--- config.mk ---
export PLATFORM = sky130hd
export DESIGN_NAME = div_iter_unit
export DESIGN_NICKNAME = d
export VERILOG_FILES = /design/src/rtl/div_iter_unit.sv
export SDC_FILE = /design/constraint.sdc
export NUM_CORES = 1
export LEC_CHECK = 0
export CORE_MARGIN = 4
export CORE_UTILIZATION = 53
export CTS_BUF_LIST = sky130_fd_sc_hd__clkbuf_2 sky130_fd_sc_hd__clkbuf_4 sky130_fd_sc_hd__clkbuf_8
export DETAILED_ROUTE_END_ITERATION = 6
export PLACE_DENSITY = 0.76
export SETUP_SLACK_MARGIN = 0.1
export SLEW_MARGIN = 5
export SYNTH_ARGS = -nofsm -noshare
export SYNTH_HDL_FRONTEND = slang
export SYNTH_SLANG_ARGS = --single-unit
--- constraint.sdc ---
create_clock -name clk -period 5.15 [get_ports clk]
set_input_delay 0.515 -clock clk [delete_from_list [all_inputs] [get_ports clk]]
set_output_delay 0.515 -clock clk [all_outputs]
set_load 0.02 [all_outputs]
--- src/rtl/div_iter_unit.sv ---
// Iterative radix-2 restoring divider: signed/unsigned, annul, divide-by-zero flag.
// Optional macro DIV_EARLY_OUT_EN skips the leading zeros of |dividend| (same result, less latency).
//
// state   | meaning
// IDLE    | waiting for start_i, result_o holds the last value
// DIVZERO | zero divisor seen, zero result goes out next edge
// ON      | one restoring step per cycle
// END     | ready_o high until start_i drops
module div_iter_unit #(
   parameter int WIDTH = 32
) (
   input  logic               clk,
   input  logic               rst,
   input  logic               start_i,
   input  logic               annul_i,
   input  logic               signed_i,
   input  logic [WIDTH-1:0]   opdata1_i,
   input  logic [WIDTH-1:0]   opdata2_i,
   output logic [2*WIDTH-1:0] result_o,
   output logic               ready_o,
   output logic               busy_o,
   output logic               div_zero_o,
   output logic               stallreq_o
);

   localparam int CNT_W = $clog2(WIDTH + 1);

   typedef enum logic [1:0] {S_IDLE, S_DIVZERO, S_ON, S_END} state_t;

   state_t           state_q, state_d;
   logic [WIDTH-1:0] rem_q, dvd_q, dsr_q;
   logic             q_neg_q, r_neg_q;
   logic [CNT_W-1:0] cnt_q, steps_q;

   logic             accept, dsr_zero, neg1, neg2;
   logic [WIDTH-1:0] abs1, abs2, dvd_init;
   logic [CNT_W-1:0] steps_init;
   logic             early_zero;
   logic [WIDTH:0]   shifted;
   logic             ge;
   logic [WIDTH-1:0] rem_step, quo_step, rem_fix, quo_fix;
   logic             last_step;

   assign accept   = (state_q == S_IDLE) && start_i && !annul_i;
   assign dsr_zero = (opdata2_i == '0);
   assign neg1     = signed_i & opdata1_i[WIDTH-1];
   assign neg2     = signed_i & opdata2_i[WIDTH-1];
   assign abs1     = neg1 ? -opdata1_i : opdata1_i;
   assign abs2     = neg2 ? -opdata2_i : opdata2_i;

`ifdef DIV_EARLY_OUT_EN
   function automatic logic [CNT_W-1:0] clz_f(input logic [WIDTH-1:0] v);
      logic [CNT_W-1:0] n;
      logic             found;
      n     = '0;
      found = 1'b0;
      for (int i = WIDTH - 1; i >= 0; i--) begin
         if (!found) begin
            if (v[i]) found = 1'b1;
            else      n = n + CNT_W'(1);
         end
      end
      return n;
   endfunction

   logic [CNT_W-1:0] clz;
   assign clz        = clz_f(abs1);
   assign steps_init = CNT_W'(WIDTH) - clz;
   assign dvd_init   = abs1 << clz;
   assign early_zero = (abs1 == '0);
`else
   assign steps_init = CNT_W'(WIDTH);
   assign dvd_init   = abs1;
   assign early_zero = 1'b0;
`endif

   // dvd_q doubles as the quotient: dividend bits shift out the top, quotient bits in the bottom
   assign shifted   = {rem_q, dvd_q[WIDTH-1]};
   assign ge        = shifted >= {1'b0, dsr_q};
   assign rem_step  = ge ? (shifted[WIDTH-1:0] - dsr_q) : shifted[WIDTH-1:0];
   assign quo_step  = {dvd_q[WIDTH-2:0], ge};
   assign quo_fix   = q_neg_q ? -quo_step : quo_step;
   assign rem_fix   = r_neg_q ? -rem_step : rem_step;
   assign last_step = (cnt_q == steps_q - CNT_W'(1));

   assign ready_o    = (state_q == S_END);
   assign busy_o     = (state_q != S_IDLE);
   assign stallreq_o = start_i & ~ready_o;

   always_ff @(posedge clk or posedge rst) begin
      if (rst) state_q <= S_IDLE;
      else     state_q <= state_d;
   end

   always_comb begin
      state_d = state_q;
      case (state_q)
         S_IDLE: begin
            if (accept) begin
               if (dsr_zero)        state_d = S_DIVZERO;
               else if (early_zero) state_d = S_END;
               else                 state_d = S_ON;
            end
         end
         S_DIVZERO: state_d = annul_i ? S_IDLE : S_END;
         S_ON: begin
            if (annul_i)        state_d = S_IDLE;
            else if (last_step) state_d = S_END;
         end
         S_END: begin
            if (annul_i || !start_i) state_d = S_IDLE;
         end
         default: state_d = S_IDLE;
      endcase
   end

   always_ff @(posedge clk or posedge rst) begin
      if (rst) begin
         rem_q      <= '0;
         dvd_q      <= '0;
         dsr_q      <= '0;
         q_neg_q    <= 1'b0;
         r_neg_q    <= 1'b0;
         cnt_q      <= '0;
         steps_q    <= '0;
         result_o   <= '0;
         div_zero_o <= 1'b0;
      end else begin
         case (state_q)
            S_IDLE: begin
               if (accept && !dsr_zero) begin
                  rem_q   <= '0;
                  dvd_q   <= dvd_init;
                  dsr_q   <= abs2;
                  q_neg_q <= neg1 ^ neg2;
                  r_neg_q <= neg1;
                  cnt_q   <= '0;
                  steps_q <= steps_init;
                  if (early_zero) begin
                     result_o   <= '0;
                     div_zero_o <= 1'b0;
                  end
               end
            end
            S_DIVZERO: begin
               if (!annul_i) begin
                  result_o   <= '0;
                  div_zero_o <= 1'b1;
               end
            end
            S_ON: begin
               if (!annul_i) begin
                  rem_q <= rem_step;
                  dvd_q <= quo_step;
                  cnt_q <= cnt_q + CNT_W'(1);
                  if (last_step) begin
                     result_o   <= {rem_fix, quo_fix};
                     div_zero_o <= 1'b0;
                  end
               end
            end
            default: ;
         endcase
      end
   end

endmodule

======== Word-level counts from Yosys, hierarchy flattened ========
Cells that the tools add are included.
cells by class
  shift-type cells ........................ 0
  div/mod/pow operators ................... 0
  bitwise gates (word level) .............. 5
  add/subtract/negate cells ............... 7
  multiply operators ...................... 0
  reductions and logical operators ........ 16
  multiplexer cells ....................... 29
  equal/unequal tests ..................... 11
  magnitude comparators ................... 1
operators by type and width
  operator                                          number
  2-to-1 mux 32 bit                                 9
  2-to-1 mux 64 bit                                 3
  negator 32 bit                                    4
  one-hot mux 32 bit (2 select lines)               2
  one-hot mux 64 bit (2 select lines)               1
  greater-or-equal comparator 33 x 32 -> 1 bit      1
  logical NOT 32 bit                                1
  subtractor 32 bit                                 1
  2-to-1 mux 2 bit                                  6
  2-to-1 mux 6 bit                                  2
  one-hot mux 6 bit (2 select lines)                1
  != test 2 bit, second input constant              4
  one-hot mux 2 bit (4 select lines)                1
  adder 6 x 1 -> 6 bit, second input constant       1
  == test 6 bit                                     1
  AND reduction 3 bit                               2
  nonzero test 2 bit                                3
  subtractor 6 x 1 -> 6 bit, second input constant  1
  == test 2 bit, second input constant              2
  != test 2 x 1 -> 1 bit, second input constant     2
  AND reduction 4 bit                               1
  AND 1 bit                                         3
  logical AND 1 bit                                 3
  logical NOT 1 bit                                 3
  other kinds (9)                                   11
word-level totals
  register bits after elaboration ......... 172
  output and inout port bits .............. 68
  RAM bits ................................ 0
  bits in latches ......................... 0
  input bits .............................. 69
  word-level logic and storage cells ...... 79
  memories kept ........................... 0
  bits in read-only memories .............. 0

======== Depth between registers and ports, before layout ========
  depth after elaboration ................. 7
  depth in mapped cells ................... 24

======== Worst setup path after synthesis ========
OpenSTA, ideal clock, no wires.
  kind .................................... reg2reg
  from .................................... register rem_q[22]
  to ...................................... register result_o[62]
  data arrival time ....................... 4.379 ns
  buffers on the path ..................... 2
  period minus slack after synthesis ...... 4.505 ns
  data required time ...................... 5.024 ns
  cell stages (with the launch flop) ...... 20
  path slack .............................. 0.645 ns
  path through ............................ dfrtp_1 ha_1 a21oi_1 nand2_1 a221o_1 a2111oi_4 a22oi_4 inv_2 clkbuf_1 clkbuf_1 o21ai_0 inv_1 ha_1 inv_1 or4_1 nor4_1 nor2_1 nor4_1 mux2i_1 nand2_1
on the way
  cells in the longest elaborated chain, start to end .. 7
  elaborated cells on any way between the ends .. 8
RTL lines
  what                                                                               line    source
  start: declaration                                                                 31      logic [WIDTH-1:0] rem_q, dvd_q, dsr_q;
  start signal: assignment                                                           153     rem_q <= rem_step;
  subtractor 32 bit or greater-or-equal comparator 33 x 32 -> 1 bit (tied branches)  80, 79
  2-to-1 mux 32 bit *                                                                80      assign rem_step = ge ? (shifted[WIDTH-1:0] - dsr_q) : shifted[WIDTH-1:0];
  negator 32 bit                                                                     83      assign rem_fix = r_neg_q ? -rem_step : rem_step;
  2-to-1 mux 32 bit *                                                                83
  2-to-1 mux 64 bit *                                                                156     if (last_step) begin
  2-to-1 mux 64 bit *                                                                152     if (!annul_i) begin
  one-hot mux 64 bit (2 select lines) *                                              129     case (state_q)
  end signal: assignment                                                             157     result_o <= {rem_fix, quo_fix};
  end: declaration                                                                   19      output logic [2*WIDTH-1:0] result_o,
Mark *: on every way between the ends. The rest lies on a longest branch, timed or not. The select of a mux whose other input is x is not followed.
A chain may end at the register's enable or synchronous reset.

======== Worst setup path after layout ========
  from .................................... register rem_q[29]
  to ...................................... register result_o[62]
Same word-level chain as after synthesis.

==> impl_metrics.py <==
metrics = {
    "logic_synthesis": {
        "ys_ff_latch": 172,
        "synth_xor_xnor_area_share_pct": 9.99,
        "synth_top_area_share_pct": 35.3,
        "synth_area_leaders": "dfrtp_1 (35%), o21ai_0 (8.3%), nand2_1 (7.1%), xor2_1 (5.2%), a21oi_1 (5.0%)",
        "synth_nets": 1640,
        "synth_flop_cell": "dfrtp_1",
        "avgSynthCellArea_um2": 7.98,
        "synth_compound_area_share_pct": 22.8,
        "synth_cell_types": 77,
        "synth-seq-area-share_pct": 35.3,
        "synth-simple-area-share_pct": 19.8,
        "yosys-mux-area-fraction_pct": 2.92,
        "synth-async-reset-ratio_pct": 100,
        "synthesis.area_um2": 12200,
        "yosys_warnings": 0,
        "synth_adder_area_share_pct": 4.48,
        "yosysTopAreaCell": "dfrtp_1",
        "synth_top_family_by_area": "compound AO/OA/AOI/OAI gates",
        "syn_inst": 1528,
        "synth-edff-count": 0,
    },
    "pwr": {
        "power_leakage_nw": 5.99,
        "switchingPower_mw": 3.32,
        "power_density_nw_per_um2": 492,
        "combPwrFrac_pct": 53.5,
        "power_frac_seq_pct": 31.9,
        "power.share.clock_pct": 14.6,
        "p_int_mw": 3.65,
        "irDropWorstVdd_uv": 304,
        "netSwitchingFraction_pct": 47.6,
    },
    "drt": {
        "wl_per_cell_um": 18.5,
        "dr.first_iter.drc_count": 963,
        "drt_first_pass_iters": 6,
        "via_count": 11500,
        "wl_um": 35600,
        "drc": 0,
        "detail-route-antenna-nets": 0,
        "vias_per_cell": 6.00,
    },
    "floorplanning": {
        "start_util_pct": 53.8,
        "dieArea_um2": 25500,
        "core_area_um2": 22600,
        "ioPinCount": 137,
        "row_count": 55,
        "die_w_um": 160,
        "die_h_um": 160,
    },
    "cells_and_area": {
        "areaGrowthSynthToFinish_pct": 16.2,
        "layout_common_cells": "nand2_1 (231), o21ai_0 (203), dfrtp_1 (172)",
        "num-nets-final": 1731,
        "fin_util_pct": 62.6,
        "drive_gt1_share_pct": 5.33,
        "layout_commonest_cell": "nand2_1",
        "antenna_cells": 0,
    },
    "worst_setup_path": {
        "endpoint_kind": "flip-flop",
        "critical_path.top_delay_family": "compound AO/OA/AOI/OAI gates",
        "slowest_delay_ns": 0.64,
        "critPathMaxFanout": 9,
        "required_ns": 5.49,
        "cp.arrival_ns": 5.06,
        "cp_num_buf_inv": 5,
        "worst-setup-path-type": "flip-flop to flip-flop",
        "slowest_stage": "a211oi_1",
        "r2r_setup_slack_ns": 0.43,
        "cp_cell_sequence": "ha_1 -> a21o_1 -> a211oi_1 -> inv_1 -> a2111oi_4 -> a22oi_4 -> inv_2 -> buf_4 -> o21ai_0 -> inv_1 -> ha_1 -> inv_1 -> or4_1 -> nor4_1 -> nor2_1 -> nor4_1 -> mux2i_1 -> nand2_1",
        "cp-start-kind": "flip-flop",
        "crit_top_cell": "inv_1",
    },
    "sta": {
        "rsz0062_at_grt": "false",
        "max_freq_ghz": 0.212,
        "finalSetupTns_ns": 0,
        "slew_viol_final": 0,
        "finalHoldViolations": 0,
        "tightest_slew_ns": 1.16,
        "setup_viol": 0,
        "period_minus_slack_ns": 4.72,
        "fin_crit_sh_pct": 91.7,
        "max-slew-margin-rel_pct": 22.6,
        "finalClockSkew_ns": 0.0235,
    },
    "min_path": {
        "hold_path_class": "primary input to async pin",
    },
    "clock_tree": {
        "clockBufferDepth": 2,
        "clockRootBuffer": "clkbuf_8",
        "postCtsSetupBuffers": 0,
        "hold_buffers": 0,
        "cts_tree": "done",
        "path_clk_slew_ns": 0.10,
        "clkSinkCount": 172,
        "h-tree-depth": 4,
        "cts_made_buffers": 17,
        "cts.repair.resized": 0,
        "worstSkewPairLatency_ns": 0.47,
    },
    "global_routing": {
        "grt_pass1_wl_um": 57500,
        "antenna_found_initial": 0,
        "grt_max_degree": 72,
        "grt_pass1_vias": 10700,
        "overflow": 0,
        "grtUsageTotal_pct": 27.5,
    },
    "place": {
        "gp_congestion": 0.979,
        "post-dp-hpwl_um": 27800,
        "portBuffers": 136,
    },
    "flow_run": {
        "drv_cap": 0,
    },
    "status": {
        "status": "finished clean",
    },
}
[flip-flops by register name, indices dropped and copies added (netlist names)]
name / flops
state_q: 2
dvd_q: 32
steps_q: 1
result_o: 64
r_neg_q: 1
dsr_q: 32
div_zero_o: 1
q_neg_q: 1
rem_q: 32
cnt_q: 6
[cell families (layout without fill, tap and decap cells)]
| family | count (synthesis) | after routing |
|---|---|---|
| xor+xnor | 139 | 139 |
| mux | 35 | 35 |
| buf+inv | 146 | 250 |
| fa+ha+maj | 43 | 43 |
| flops | 172 | 172 |
| compound gates | 465 | 465 |
| simple gates | 528 | 528 |
[area by class of cell]
class,instances,area (um^2)
clock inverters,13,154
flip-flops and latches,172,4300
inverters,63,240
multi-input cells,1210,7330
fillers,1997,8470
well taps,285,357
repair buffers,155,1530
clock buffers,19,249
[power by group through the flow]
stage	registers, mW	clock network [mW]	logic [mW]
4_1_cts	2.21	1.03	3.71
5_1_grt	2.29	1.08	4.12
6_report	2.22	1.01	3.73
3_3_place_gp	2.22	0	3.65
3_5_place_dp	2.24	0	3.70
2_1_floorplan	2.27	0	2.45
[Yosys cell counts, drive strengths merged (7+ instances only)]
| master | count |
|---|---|
| nand2b | 9 |
| or3 | 16 |
| nand2 | 233 |
| dfrtp | 172 |
| or2 | 7 |
| o31ai | 23 |
| and2 | 9 |
| or4 | 10 |
| nand4 | 12 |
| a211oi | 9 |
| a21oi | 126 |
| ha | 42 |
| a21o | 8 |
| a31oi | 7 |
| xnor2 | 66 |
| nor4 | 18 |
| nand3 | 25 |
| buf | 30 |
| clkbuf | 53 |
| o41ai | 18 |
| mux2i | 31 |
| nor2 | 127 |
| xor2 | 73 |
| nor3 | 29 |
| nor2b | 7 |
| inv | 63 |
| o21ai | 214 |
[per-layer routing]
layer	GRT usage (%)	part of all wire (%)	vias to the layer above
li1	-	-	5565
met1	42.1	48	5484
met2	41.7	43	417
met3	3.48	6.5	41
met4	6.71	1.9	0
met5	0	0	-
[stage by stage]
step           setup WS, ns  hold WS, ns  instances  instance area, um^2  total power [mW]
2_1_floorplan         0.645        0.449       1528                12200              4.71
3_3_place_gp          0.662        0.461       1885                13800              5.87
3_5_place_dp          0.584        0.469       1885                13800              5.94
4_1_cts               0.533        0.425       1917                14200              6.95
5_1_grt               0.225        0.438       1917                14200              7.49
6_report              0.427        0.438       1917                14200              6.97
[final timing paths]
kind,cells after the start,start,endpoint
min reg2reg,2,result_o[22]$_DFFE_PP0P_,result_o[22]$_DFFE_PP0P_
max,18,rem_q[29]$_DFFE_PP0P_,result_o[62]$_DFFE_PP0P_
min,2,rst,dvd_q[16]$_DFFE_PP0P_
min in group clk,2,result_o[22]$_DFFE_PP0P_,result_o[22]$_DFFE_PP0P_
max in group asynchronous,3,rst,dsr_q[7]$_DFFE_PP0P_
max reg2reg,18,rem_q[29]$_DFFE_PP0P_,result_o[62]$_DFFE_PP0P_
No activity file was read; power rests on OpenSTA's default activity.
